===== src/rtl/gate_model_bist.sv =====
// BIST wrapper for a combinational gate model. An LFSR drives the model inputs and
// a MISR compacts its outputs. The final signature is compared against a golden value.
module gate_model_bist #(
    parameter int              IN_W      = 13,
    parameter int              OUT_W     = 10,
    parameter int              SIG_W     = 16,
    parameter int              PATTERNS  = 256,
    parameter int              HOLD      = 1,
    parameter logic [IN_W-1:0] LFSR_TAPS = 13'h1B00,
    parameter logic [IN_W-1:0] LFSR_SEED = 1,
    parameter logic [SIG_W-1:0] SIG_TAPS = 16'hB400
) (
    input  logic             clk,
    input  logic             rst,
    input  logic             start,
    input  logic [SIG_W-1:0] golden,
    input  logic [OUT_W-1:0] dut_out,
    output logic [IN_W-1:0]  dut_in,
    output logic             busy,
    output logic             done,
    output logic             pass,
    output logic [SIG_W-1:0] signature
);

    localparam int PC_W = (PATTERNS > 1) ? $clog2(PATTERNS + 1) : 1;
    localparam int HC_W = (HOLD > 1) ? $clog2(HOLD + 1) : 1;
    localparam logic [IN_W-1:0]  SEED     = (LFSR_SEED == '0) ? IN_W'(1) : LFSR_SEED;
    localparam logic [PC_W-1:0]  PAT_LAST = PC_W'(PATTERNS - 1);
    localparam logic [HC_W-1:0]  HOLD_END = HC_W'(HOLD - 1);

    typedef enum logic [1:0] {
        IDLE = 2'd0,
        RUN  = 2'd1,
        DONE = 2'd2
    } state_t;

    state_t           state;
    logic [IN_W-1:0]  lfsr;
    logic [PC_W-1:0]  pat_cnt;
    logic [HC_W-1:0]  hold_cnt;
    logic [IN_W-1:0]  lfsr_next;
    logic [SIG_W-1:0] misr_next;
    logic             capture;
    logic             last;

    always_comb begin
        lfsr_next = {lfsr[IN_W-2:0], ^(lfsr & LFSR_TAPS)};
        misr_next = {signature[SIG_W-2:0], ^(signature & SIG_TAPS)} ^ SIG_W'(dut_out);
        capture   = (hold_cnt == HOLD_END);
        last      = capture && (pat_cnt == PAT_LAST);
    end

    // NOTE: all state updates use <= so every register samples pre-edge values
    // and the block order does not matter.
    always_ff @(posedge clk) begin
        if (rst) begin
            state     <= IDLE;
            lfsr      <= '0;
            dut_in    <= '0;
            signature <= '0;
            pat_cnt   <= '0;
            hold_cnt  <= '0;
            busy      <= 1'b0;
            done      <= 1'b0;
            pass      <= 1'b0;
        end else begin
            case (state)
                IDLE, DONE: begin
                    if (start) begin
                        lfsr      <= SEED;
                        dut_in    <= SEED;
                        signature <= '0;
                        pat_cnt   <= '0;
                        hold_cnt  <= '0;
                        busy      <= 1'b1;
                        done      <= 1'b0;
                        pass      <= 1'b0;
                        state     <= RUN;
                    end
                end
                RUN: begin
                    if (capture) begin
                        signature <= misr_next;
                        lfsr      <= lfsr_next;
                        hold_cnt  <= '0;
                        pat_cnt   <= pat_cnt + 1'b1;
                        if (last) begin
                            // Quiet the model inputs once the run is over.
                            dut_in <= '0;
                            busy   <= 1'b0;
                            done   <= 1'b1;
                            pass   <= (misr_next == golden);
                            state  <= DONE;
                        end else begin
                            dut_in <= lfsr_next;
                        end
                    end else begin
                        hold_cnt <= hold_cnt + 1'b1;
                    end
                end
                default: state <= IDLE;
            endcase
        end
    end

endmodule


===== config.mk =====
export PLATFORM = sky130hd
export DESIGN_NAME = gate_model_bist
export DESIGN_NICKNAME = d
export VERILOG_FILES = /design/src/rtl/gate_model_bist.sv
export SDC_FILE = /design/constraint.sdc
export NUM_CORES = 1
export LEC_CHECK = 0
export BUFFER_PORTS_ARGS = -buffer_cell sky130_fd_sc_hd__buf_2
export CAP_MARGIN = 0
export CORE_ASPECT_RATIO = 1.1
export CORE_MARGIN = 4
export CORE_UTILIZATION = 50
export CTS_CLUSTER_SIZE = 24
export DETAILED_ROUTE_END_ITERATION = 12
export PLACE_DENSITY = 0.85
export SETUP_SLACK_MARGIN = 0.3
export SLEW_MARGIN = 20
export SYNTH_ARGS = -nofsm -noshare
export SYNTH_HDL_FRONTEND = slang
export SYNTH_SLANG_ARGS = --single-unit

===== constraint.sdc =====
create_clock -name clk -period 2.8 [get_ports clk]
set_input_delay 0.42 -clock clk [delete_from_list [all_inputs] [get_ports clk]]
set_output_delay 0.42 -clock clk [all_outputs]
set_load 0.02 [all_outputs]

==> metrics <==
port bufs 60; NumNets Final 343; DIE AREA 6060 µm²; post-synthesis register bit count 56; status finished, final reports clean; metal2 WL 2610 µm; sequential share of the synthesized area 46.0%; M1 WL 2180 µm; dpl cells 361; Die Width 74.6 µm; Clock Latency Late Sink 0.31 ns; via count 2006; Unique masters post-synth 31; final setup fails 0; PD cells 513 nW/µm²; number of gates resized after CTS 0; share of cells above drive strength 1 24.6%; final core utilization 60.9%; pin count of the biggest net entering global routing 44; Power, Total 1460 µW; worst endpoint data arrival time 2.16 ns; post-synth design cell area 2440 µm²; Post-synth EDFFs 0; RSZ-0062 raised after global routing false; period utilization 70.2%; post-synthesis instance total 259; highest metal used met4; number of global-route vias before repair 1876; Inserted Diodes 0; post-DP HPWL 3760 µm; Tot GR Track Use 18.1%; Required @ worst endpoint 3.00 ns; initial antenna violation count 0; Final Non-Filler Cells 369; Filler Cell Count 413; DR WL/cell 13.8 µm; number of DRC markers in iteration 0 167; synth-to-layout area growth 16.9%; routability cong. 0.784; core area 4680 µm²; post-CTS setup buffers 0; min-delay worst type input port to flop; Clock Path Buffers 2; Residual DRC 0; Critical Path End Type flop; Final Max Tran Viols 0; H-tree levels 2; first-pass GRT wire length 8510 µm; crit path time final 1.97 ns; Clock Skew 0.00812 ns; FP Rows 26; commonest non-fill, non-tap cells in the layout 60 x buf_2, 56 x dfxtp_1, 48 x nor2_1; ys flop type dfxtp_1; commonest non-fill, non-tap cell in the layout buf_2; CTS sink cnt 56; CTS Buf Count 5; f_max 509 MHz; TritonCTS clock tree yes; Synth Net Count 290; CTS Root Cell clkbuf_8; syn_area_per_cell 9.42 µm²; Initial Util 52.1%; ys async rst share 0%; Final ANT Viol Nets 0; post-DR vias/cell 5.44; endpoints failing hold 0; TritonRoute pass-1 iters 5; Ys Warns 0; metal3 WL 232 µm; Top Ports 61; CP Class flop to flop; hold_buf cts 0; setup TNS 0 ns; Post-Route WL 5100 µm; clk slew on worst S/H paths 0.10 ns; Critical Path Source Type flop; gr ovfl total 0; max-cap violations 0; Slew HR 41.6%; Pleak 0.00128 µW; Worst Tran Pin Value 0.875 ns; chip height 81.2 µm; worst IR drop on VDD 0.380 mV; Critical Path Fanout Max 43
per-layer routing:
layer | global-route usage [%] | up-vias
li1 | - | 1008
met1 | 23.0 | 931
met2 | 30.1 | 59
met3 | 4.46 | 8
met4 | 5.69 | 0
met5 | 0 | -
cells in the mapped netlist (4+ instances only):
library cell  number  area (µm²)
dfxtp_1           56        1120
nor2_1            48         180
a22oi_1           33         248
nand2_1           24        90.1
xor2_1            20         175
a21oi_1           15        75.1
clkbuf_1           9        33.8
buf_2              8        40.0
xnor3_1            5         113
mux2_2             4        45.0
nand3_1            4        20.0
nand4_1            4        25.0
stage by stage:
stage          instance area [µm²]  hold slack (ns)  setup WS, ns
6_report                      2850            0.398         0.834
5_1_grt                       2850            0.412         0.618
4_1_cts                       2850            0.385         0.836
3_5_place_dp                  2760            0.454         0.881
3_3_place_gp                  2760            0.446         0.929
2_1_floorplan                 2440            0.449          1.21
registers in the layout, indices dropped and copies added, names as in the netlist:
register,flops
done,1
pass,1
signature,16
lfsr,13
pat_cnt,9
state,2
dut_in,13
busy,1
kinds of logic after synthesis:
logic type      after synthesis  share of synthesized area [%]
compound gates               54                           15.1
xor+xnor                     31                           15.8
buf+inv                      18                           3.18
fa+ha+maj                     2                           1.03
simple gates                 94                           17.0
mux                           4                           1.85
flops                        56                           46.0
worst paths after layout:
path	from	to	slack [ns]	cells past startpoint
worst max register to register	state[0]	dut_in[9]	0.83	4
worst min register to register	done	done	0.47	2
worst max-delay path	state[0]	dut_in[9]	0.83	4
worst min-delay path	start	state[1]	0.40	4
critical path, cell delays in order, from the launching register on:
cell and delay, ns:
dfxtp_1 0.42, nor2b_2 0.72, nor2_4 0.35, a22oi_1 0.30
nor2_1 0.06
power by group:
group	switching, µW	internal [µW]
registers	16.4	813
logic	116	82.5
clock network	255	180
cell type report:
class	instances	area, µm²	area share, %
clock buffer	5	68.8	2.41
clock inverter	3	22.5	0.790
inverter	1	3.75	0.132
multi-input combinational	185	1240	43.6
sequential	56	1120	39.3
tap	56	70.1	2.46
timing repair buffer	63	323	11.3
(Power assumes the default switching activity.)
